--- src/rtl/conv_encoder.sv ---
// conv_encoder: rate-1/2 K=3 (7,5) serial convolutional encoder, one 8-bit message -> 16-bit code word.
// Optional CONV_ENC_ERRINJ_EN adds err_mask, XORed into the code word on its final encode edge.
module conv_encoder (
`ifdef CONV_ENC_ERRINJ_EN
  input  logic [15:0] err_mask,
`endif
  input  logic        clk,
  input  logic        rst_n,
  input  logic        en,
  input  logic [7:0]  msg,
  input  logic        msg_valid,
  output logic        msg_ready,
  output logic [15:0] code,
  output logic        code_valid,
  input  logic        code_ready,
  output logic        done_flag
);
  typedef enum logic [1:0] {IDLE, ENC, DONE} state_t;
  state_t state;
  logic [7:0] msg_q;
  logic [2:0] cnt;
  logic s1, s2, u, c0, c1;
  logic [15:0] mask, shifted;
`ifdef CONV_ENC_ERRINJ_EN
  assign mask = err_mask;
`else
  assign mask = '0;
`endif
  assign u = msg_q[7];
  assign c0 = u ^ s1 ^ s2;
  assign c1 = u ^ s2;
  assign shifted = {code[13:0], c0, c1};
  assign msg_ready = state == IDLE;
  assign code_valid = state == DONE;
  always_ff @(posedge clk or negedge rst_n) begin
    if (!rst_n) begin
      state <= IDLE;
      msg_q <= '0;
      cnt <= '0;
      s1 <= 1'b0;
      s2 <= 1'b0;
      code <= '0;
      done_flag <= 1'b0;
    end else if (en) begin
      done_flag <= 1'b0;
      case (state)
        IDLE: if (msg_valid) begin
          msg_q <= msg;
          cnt <= '0;
          s1 <= 1'b0;
          s2 <= 1'b0;
          state <= ENC;
        end
        ENC: begin
          code <= cnt == 3'd7 ? shifted ^ mask : shifted;
          s2 <= s1;
          s1 <= u;
          msg_q <= {msg_q[6:0], 1'b0};
          cnt <= cnt + 3'd1;
          if (cnt == 3'd7) begin
            state <= DONE;
            done_flag <= 1'b1;
          end
        end
        DONE: if (code_ready) state <= IDLE;
        default: state <= IDLE;
      endcase
    end
  end
endmodule

--- config.mk ---
export PLATFORM = sky130hd
export DESIGN_NAME = conv_encoder
export DESIGN_NICKNAME = d
export VERILOG_FILES = /design/src/rtl/conv_encoder.sv
export SDC_FILE = /design/constraint.sdc
export NUM_CORES = 1
export LEC_CHECK = 0
export ABC_AREA = 1
export CAP_MARGIN = 10
export CORE_UTILIZATION = 52
export CTS_CLUSTER_DIAMETER = 60
export CTS_CLUSTER_SIZE = 40
export DETAILED_ROUTE_END_ITERATION = 8
export GPL_ROUTABILITY_DRIVEN = 0
export PLACE_DENSITY = 0.94
export SYNTH_ARGS = -nofsm -noshare
export SYNTH_HDL_FRONTEND = slang
export SYNTH_SLANG_ARGS = --single-unit
--- constraint.sdc ---
create_clock -name clk -period 2.4 [get_ports clk]
set_clock_uncertainty 0.2 [all_clocks]
set_input_delay 0.48 -clock clk [delete_from_list [all_inputs] [get_ports clk]]
set_output_delay 0.48 -clock clk [all_outputs]
set_load 0.1 [all_outputs]
Word-level counts from Yosys, hierarchy flattened
Index checks and enable logic that the tools add are counted.
{"block": "word_totals", "output_inout_bits": 19, "word_cells": 35, "input_bits": 13, "reg_bits": 32}
{"block": "classes", "bitwise_logic": 3, "add_sub_neg": 1, "n_reduce_logical": 5, "eq_ne": 6, "mux": 13}
{"cell": "one-hot mux 8 bit (2 select lines)", "count": 1}
{"cell": "2-to-1 mux 8 bit", "count": 1}
{"cell": "2-to-1 mux 2 bit", "count": 3}
{"cell": "one-hot mux 2 bit (3 select lines)", "count": 1}
{"cell": "one-hot mux 3 bit (2 select lines)", "count": 1}
{"cell": "!= test 2 bit (second input constant)", "count": 2}
{"cell": "one-hot mux 1 bit (2 select lines)", "count": 2}
{"cell": "AND reduction 4 bit", "count": 1}
{"cell": "adder 3 x 1 -> 3 bit (second input constant)", "count": 1}
{"cell": "== test 3 bit (second input constant)", "count": 1}
{"cell": "2-to-1 mux 1 bit", "count": 3}
{"cell": "2-to-1 mux 3 bit", "count": 1}
{"cell": "AND reduction 3 bit", "count": 1}
{"cell": "bitwise XOR 1 bit", "count": 3}
{"cell": "== test 2 x 1 -> 1 bit (second input constant)", "count": 1}
{"cell": "== test 2 bit (second input constant)", "count": 1}
{"cell": "logical NOT 2 bit", "count": 1}
{"cell": "!= test 2 x 1 -> 1 bit (second input constant)", "count": 1}
{"cell": "AND reduction 2 bit", "count": 1}
{"cell": "nonzero test 2 bit", "count": 1}

Depth between registers and ports, before layout
{"block": "logic_depth", "depth_word": 3, "mapped_depth": 7, "ltp_nobuf": 7}

Least setup slack after synthesis
No wires, ideal clock.
{"block": "synth_timing", "path_type": "reg2reg", "from": "register state[0]", "to": "register state[0]", "path_buffers": 0, "t_arrival_ps": 2146, "synth_period_minus_slack_ps": 2470, "setup_slack_ps": -70, "stages_incl_launch_ff": 7, "path_cell_list": "dfrtp_1 > nor2_1 > nand2_1 > nand2_1 > nor2_1 > nand2_1 > nand2_1"}
{"block": "synth_via", "elab_chain_cells": 3, "elab_cells_between_ends": 8, "classes_between": "eq/ne (5); mux (1); reduce/logical (2)"}
{"element": "start, declared", "line": "19", "rtl": "state_t state;"}
{"element": "start signal, assigned", "line": "37", "rtl": "state <= IDLE;"}
{"element": "start signal, assigned", "line": "52", "rtl": "state <= ENC;"}
{"element": "start signal, assigned", "line": "61", "rtl": "state <= DONE;"}
{"element": "logical NOT 2 bit *"}
{"element": "via msg_ready", "line": "12", "rtl": "output logic msg_ready,"}
{"element": "!= test 2 bit (no line)"}
{"element": "AND reduction 4 bit (no line)"}
Mark *: on every way through the listed nets, which the timed path passes. The rest lies on a longest branch.
A chain may end at the register's enable or synchronous reset.

Worst setup path in the final report
{"block": "layout_timing", "from": "register state[1]", "to": "output code_valid"}
{"block": "layout_via", "elab_chain_cells": 1}
{"element": "== test 2 bit", "line": "34", "rtl": "assign code_valid = state == DONE;"}
{"element": "end, declared", "line": "14", "rtl": "output logic code_valid,"}
No other way between the ends.

==> results_dict.tcl <==
set metrics [dict create \
    drv_cap 0 \
    grt-ovfl-total 0 \
    synth_area_leaders "dfrtp_1 (58%), nand2_1 (18%), o21ai_1 (4.3%), inv_1 (4.3%), o21ai_0 (4.0%)" \
    dpl_cell_area_sq_um 1700 \
    ff2ff_path_depth 5 \
    ctsRootBufferMaster "clkbuf_4" \
    crit_start "state[1]" \
    required_ps 1720 \
    synth_most_common_cell "nand2_1" \
    track_usage_pct 21.8 \
    numCtsBuffers 5 \
    dpl.hpwl_microns 1950 \
    num_io_pins 32 \
    chipHeight_microns 53.7 \
    cts-resized-gates 0 \
    die_w_microns 53.7 \
    criticalPathCategory "reg -> out" \
    h-tree-depth 2 \
    drc 0 \
    slew-limit-headroom_pct 73.9 \
    ys_seq_area_share_pct 57.7 \
    drive_gt1_share_pct 17.1 \
    worstMarginPinSlew_ps 391 \
    async_flop_share_pct 100 \
    finalCritPeriodShare_pct 80.6 \
    synth_fp_nets 178 \
    r2r_start "state[1]" \
    synth.top_cell.area_share_pct 57.7 \
    crit_end "code_valid" \
    core.rowCount 18 \
    synth_area_sq_um 1390 \
    synth_edf_count 0 \
    yosys.area.top_type "dfrtp_1" \
    post_cts_buffers 0 \
    cp-end-kind "output port" \
    path_clk_slew_ps 100 \
    nNetsFinal 213 \
    die_area_sq_um 2880 \
    core_area_sq_um 2500 \
    antenna_found_initial 0 \
    worst_setup_path_start_kind "flip-flop" \
    rsz0062_at_grt "no" \
    final_area_sq_um 1770 \
    clkSinkCount 32 \
    hold_class "reg -> reg" \
    vias 1178 \
    rr_endpoint "msg_q[1]" \
    ys_seq_elements 32 \
    grt_pass1_wl_microns 4350 \
    cp_slowest_cell "dfrtp_1" \
    clockBufferDepth 2 \
    crit_arrival_ps 1250 \
    r2r_setup_slack_ps 780 \
    synth-warning-count 0 \
    via_per_inst 5.14 \
    initial_core_util_pct 55.6 \
    port_buffers 31 \
    path_cells "inv_2, nor2_1, buf_12" \
    postSynthCellCount 163 \
    finalHoldViolations 0 \
    status "complete, no violations" \
    drtIter0Drc 24 \
    setup_viol_count_final 0 \
    syn2layout_area_growth_pct 27.7 \
    ant_nets 0 \
    grt_max_degree 33 \
    synth-main-ff-cell "dfrtp_1" \
    wl_per_cell_microns 11.9 \
    synth_common_cells "nand2_1 (66), dfrtp_1 (32), inv_1 (16)" \
    cpPeakStageDelay_ps 450 \
    cts_tree "done" \
    clk_latency_ps 320 \
    synthDistinctLibCells 17 \
    maxSlewViolCount 0 \
    grt_pass1_vias 1096 \
    fmax_mhz 517 \
    n_antenna_cell 0 \
    drtPass1Iterations 6 \
    postCtsHoldBufs 0 \
    cp_max_fo 5 \
    wl_microns 2720 \
    min_period_ps 1930 \
    synth_area_per_cell_sq_um 8.52 \
]
## cell usage in the layout, fill, tap and decap left out, types with 2 or more instances in the layout
cell             instances
buf_12                   2
buf_4                   19
clkbuf_4                 5
clkdlybuf4s50_1         12
dfrtp_1                 32
ha_1                     2
inv_1                   16
inv_2                    2
nand2_1                 66
nand2_2                  2
nand3_1                  7
nor2_1                   2
o21ai_0                 11
o21ai_1                 12
o22ai_1                  2
## kinds of logic after synthesis
kind of cell	Yosys count	synth area share (%)
compound gates	25	9.19
fa+ha+maj	2	1.80
buf+inv	23	7.30
flops	32	57.7
mux	1	0.721
simple gates	80	23.3
## worst min path at each step
stage               startpoint  endpoint  slack, ps  cells past startpoint
floorplan                rst_n    cnt[0]        -20                      0
global placement      code[14]  code[14]        270                      2
detailed placement    code[14]  code[14]        280                      2
CTS                     cnt[0]    cnt[0]        290                      1
global route            cnt[0]    cnt[0]        330                      1
finish                  cnt[0]    cnt[0]        290                      1
## state kept, by name, indices dropped and copies added, names as in the netlist
register   flops
code          16
msg_q          8
cnt            3
state          2
done_flag      1
s1             1
s2             1
## worst max-delay path: cells and delay by family, from the launching register on
family / cells / cell delay [ps]
buffers and inverters: 2 / 290
DFF: 1 / 450
and+or+nand+nor: 1 / 180
## routing by layer
metal  up-vias  share of wire [%]  global-route usage (%)
met5         -                  0                       0
met4         0                1.0                    10.1
met3         4                3.4                    7.91
met2        19                 54                    37.9
met1       574                 42                    23.4
li1        581                  -                       -
## area by class of cell
cell class | instances | area [sq um]
sequential | 32 | 801
fill | 169 | 726
multi-input combinational | 108 | 489
timing repair buffer | 33 | 303
inverter | 18 | 67.6
clock buffer | 6 | 41.3
tap | 30 | 37.5
clock inverter | 2 | 35.0
## stage by stage
step | std cells | hold WS, ps | setup TNS, ps | utilization [%] | worst slack [ps]
finish | 229 | 294 | 0 | 71.0 | 467
global route | 229 | 333 | 0 | 71.0 | 418
CTS | 229 | 294 | 0 | 71.0 | 468
detailed placement | 221 | 278 | 0 | 67.9 | 318
global placement | 221 | 266 | 0 | 67.9 | 399
floorplan | 163 | -15.6 | -4.53 | - | -4.53
Power is left out: the tool's default activity adds up to more than one toggle a clock period on the data nets, which glitch-free logic cannot reach.
==> edit 1, RTL diff (config.mk and constraints unchanged) <==
Reset style: synchronous (`rst_n`), changed in one clocked block.
--- a/src/rtl/conv_encoder.sv
+++ b/src/rtl/conv_encoder.sv
@@ -33,5 +33,5 @@
   assign msg_ready = state == IDLE;
   assign code_valid = state == DONE;
-  always_ff @(posedge clk or negedge rst_n) begin
+  always_ff @(posedge clk) begin
     if (!rst_n) begin
       state <= IDLE;
Check against the original RTL: differs if rst_n is asserted again (counterexample within 4 cycles, from zero or initial values and one cycle with rst_n low); with rst_n held inactive, the same outputs for 10 cycles.
==> edit 1 against the original RTL <==
- routed wire length up 5.5%
- via count rose by 8.7%
- first-iteration DRC count up 13%
- setup slack better by 27 ps
- sequential share of layout area fell by 7.6 points
- worst hold slack got worse by 18 ps
- synthesized area increased by 0.72%
- die area grew 0.69%
- sequential cell count did not move
- design area down 3.7%
- critical path type unchanged
- critical endpoint unchanged
- highest routed layer unchanged
==> edit 1: results (changes against the original RTL) <==
[sta]
period_share = 0.794  ; -0.0113
worst_pin_slew_ps = 293  ; -98.5 ps

[yosys]
synth_mux_area_frac = 0  ; -0.00721
syn_nets = 209  ; +17%
yosys.area_share.adder = 0.0179  ; -0.000129
syn_inst = 194  ; +19%
synthTopCellsByArea = dfxtp_1 (46%), nand2_1 (12%), nor2_1 (12%)
synthArstFlopShare = 0  ; -1.00
synth_compound_area_frac = 0.127  ; +0.0351
synthTopCellsByCount = nand2_1 (46), nor2_1 (46), dfxtp_1 (32)

[run_status]
outcome = finished clean

[setup_path]
slowest_stage = dfxtp_1
cp.arrival_ps = 1230  ; -20 ps

[place]
dpl_worst_slack_ps = 326  ; +7.72 ps

[finish]
multiInputGateArea_sq_um = 637  ; +30%
final_nets = 241  ; +13%
layout.nonclk_buf_frac = 0.166  ; -0.00510
register_area_sq_um = 641  ; -20%
nFillCells = 221  ; +31%
clk_share = 0.0271  ; -0.0159
multi_input_cells = 138  ; +28%

[route]
drt-met1-wl_mm = 1.33  ; +17%
dr_wl_met3_um = 106  ; +15%
vias_per_cell = 5.00  ; -2.8%
wl_per_cell_um = 11.2  ; -5.6%
drt_pass1_iterations = 4  ; -2
wl_met2_mm = 1.41  ; -3.8%

[grt]
met3_usage = 0.0876  ; +0.00847
grt_pass1_wl_mm = 4.78  ; +9.8%
grt_max_degree = 23  ; -30%
met1_usage = 0.273  ; +0.0390

[clock_network]
clkLatencyLatePin_ps = 340  ; +20 ps

edit 1: changes by cell type after synthesis, moves of 3 or more:
cell	before	now
a21oi_1	0	12
inv_2	2	5
dfrtp_1	32	0
inv_1	16	11
dfxtp_1	0	32
nand2_1	66	46
nor2_1	3	46
o21ai_0	11	21
nand3_1	7	2
o21ai_1	12	1
edit 1: path summary, 6_finish.rpt:
kind	from	to	cells past startpoint
max reg2reg	state[0]$_SDFFE_PN0P_	code[10]$_SDFFE_PN0P_	5
min	msg_q[1]$_SDFFE_PN0P_	msg_q[1]$_SDFFE_PN0P_	2
min reg2reg	msg_q[1]$_SDFFE_PN0P_	msg_q[1]$_SDFFE_PN0P_	2
max	state[1]$_SDFFE_PN0P_	code_valid	3
edit 1: cells by family after synthesis:
group,after synthesis
AND/OR/NAND/NOR,100
XOR/XNOR,1
buffers and inverters,24
AO/OA/AOI/OAI,35
flip-flops,32
adder cells (fa/ha/maj),2
==> edit 2, RTL diff (config.mk and constraints unchanged) <==
Made on the original files. Build with the macro `CONV_ENC_ERRINJ_EN` defined.
--- a/src/rtl/conv_encoder.sv
+++ b/src/rtl/conv_encoder.sv
@@ -1,4 +1,6 @@
 // conv_encoder: rate-1/2 K=3 (7,5) serial convolutional encoder, one 8-bit message -> 16-bit code word.
 // Optional CONV_ENC_ERRINJ_EN adds err_mask, XORed into the code word on its final encode edge.
+`define CONV_ENC_ERRINJ_EN
+
 module conv_encoder (
 `ifdef CONV_ENC_ERRINJ_EN
Interface: changed (added err_mask); port bits go from 32 to 48. The function was not compared with the original's and may differ.
==> edit 2 against the original RTL <==
- the flow now finishes with violations (DRC)
- setup slack worse by 62 ps
- maximum frequency is 3.1% lower
- die area is 16% higher
- utilization is 3.7 points higher
- sequential share of layout area is 7.6 points lower
- routed wire length is 14% higher
- synthesized cell count is 18% higher
- largest cell class unchanged
- register-to-register slack worse by 380 ps
- design area is 20% higher
- sequential cell count stayed put
- synthesized area is 16% higher
- first-iteration DRC count is 88% higher
==> edit 2: results (changes against the original RTL) <==
[sta]
max_slew_margin = 0.536  ; -0.203

[power_and_ir_drop]
irDropWorstVdd_mv = 0.712

[yosys]
syn_nets = 224  ; +26%
ys_seq_area_frac = 0.495  ; -0.0816
synth_mux_area_frac = 0.00851  ; +0.00130
synth_xor_area_frac = 0.0758  ; +0.0758
syn_area_per_cell_sq_um = 8.38  ; -1.6%
synthTopCellsByCount = nand2_1 (69), dfrtp_1 (32), o21ai_0 (25)
synthFlopType = dfrtp_1
yosysUniqueCellTypes = 20  ; +3
synth_compound_area_frac = 0.107  ; +0.0148
synthTopCellsByArea = dfrtp_1 (49%), nand2_1 (16%), o21ai_0 (7.7%)
synth_warnings = 0  ; unchanged
synthArstFlopShare = 1.00  ; unchanged
yosys.area_share.adder = 0.0155  ; -0.00255

[clock_network]
cts_inserted_buffers = 5  ; unchanged
clockRootBuffer = clkbuf_4
clock_path_buffers = 2  ; unchanged
cts_max_level = 2  ; unchanged
clkSlewWorstSetupHoldPaths_ps = 90
post_cts_resized = 0  ; unchanged
clkLatencyLatePin_ps = 330

[setup_path]
critPathMaxFanout = 20  ; +15
cp.arrival_ps = 2010  ; +760 ps

[place]
detailed_place_hpwl_mm = 2.28  ; +17%
port_buffers = 47  ; +52%

[finish]
drive_above_1_share = 0.153  ; -0.0180
num_antenna_cells = 0  ; unchanged
stdcell_count = 273  ; +19%
largest_register_ffs = 16  ; unchanged

[grt]
grtUsageTotal = 0.208  ; -0.0105
grt_pass1_wl_mm = 5.24  ; +20%
grt_max_degree = 33  ; unchanged
grt_pass1_vias = 1224  ; +12%

[route]
remaining_drc_errors = 2  ; +2
drt_pass1_iterations = 6  ; unchanged
drtIter0Drc = 45  ; +88%
vias = 1391  ; +18%
drt-total-wl_mm = 3.10  ; +14%

[run_status]
violations = DRC
outcome = finished, violations left

## edit 2: layout make-up
cell class,count,area (sq um)
multi-input combinational,137,707
clock inverter,2,10.0
fill,193,722
inverter,16,60.1
clock buffer,6,51.3
timing repair buffer,49,463
sequential,32,801
tap,31,38.8
## edit 2: worst max-delay path, cell delays in order (launching register included)
cell and delay [ps]:
dfrtp_1 400, ha_1 170, ha_1 600, inv_1 120, nand3_1 100, nand2_1 80, o21ai_0 150, nand2_1 60
## edit 2: kinds of logic after synthesis
logic type / Yosys count
AO/OA/AOI/OAI: 34
XOR/XNOR: 14
adder cells (fa/ha/maj): 2
buffers and inverters: 24
flip-flops: 32
multiplexers: 1
AND/OR/NAND/NOR: 86
## edit 2: routing by layer
layer  global-route usage  share of wire  up-vias
li1                     -              -      710
met1                0.277           0.45      638
met2                0.326           0.49       38
met3               0.0625          0.053        5
met4               0.0714          0.014        0
met5                    0              0        -
## edit 2: path summary, 6_finish.rpt
check / startpoint / end / slack [ps] / depth (start not counted)
hold / removal: code[15]$_DFFE_PN0P_ / code[15]$_DFFE_PN0P_ / 300 / 2
setup reg to reg: cnt[0]$_DFFE_PN0P_ / state[1]$_DFFE_PN0P_ / 400 / 7
hold reg to reg: code[15]$_DFFE_PN0P_ / code[15]$_DFFE_PN0P_ / 300 / 2
min in group asynchronous: rst_n / code[8]$_DFFE_PN0P_ / 330 / 2
max in group asynchronous: rst_n / code[2]$_DFFE_PN0P_ / 1380 / 2
setup / recovery: cnt[0]$_DFFE_PN0P_ / state[1]$_DFFE_PN0P_ / 400 / 7
## edit 2: metrics by stage
| stage | util | setup slack [ps] | cell area (sq um) | hold slack (ps) | power [mW] |
|---|---|---|---|---|---|
| 2_1_floorplan | - | 402 | 1620 | -15.6 | 2.30 |
| 4_1_cts | 0.747 | 384 | 2130 | 310 | 3.00 |
| 6_report | 0.747 | 404 | 2130 | 302 | 2.99 |
| 3_5_place_dp | 0.725 | 387 | 2070 | 287 | 2.68 |
| 5_1_grt | 0.747 | 222 | 2130 | 318 | 3.17 |
| 3_3_place_gp | 0.725 | 473 | 2070 | 269 | 2.64 |
## edit 2: power breakdown
group	internal [mW]	leakage (nW)	switching (mW)
clock network	0.139	0.0380	0.178
logic	0.440	0.566	1.31
registers	0.754	0.418	0.165
total	1.33	1.02	1.65
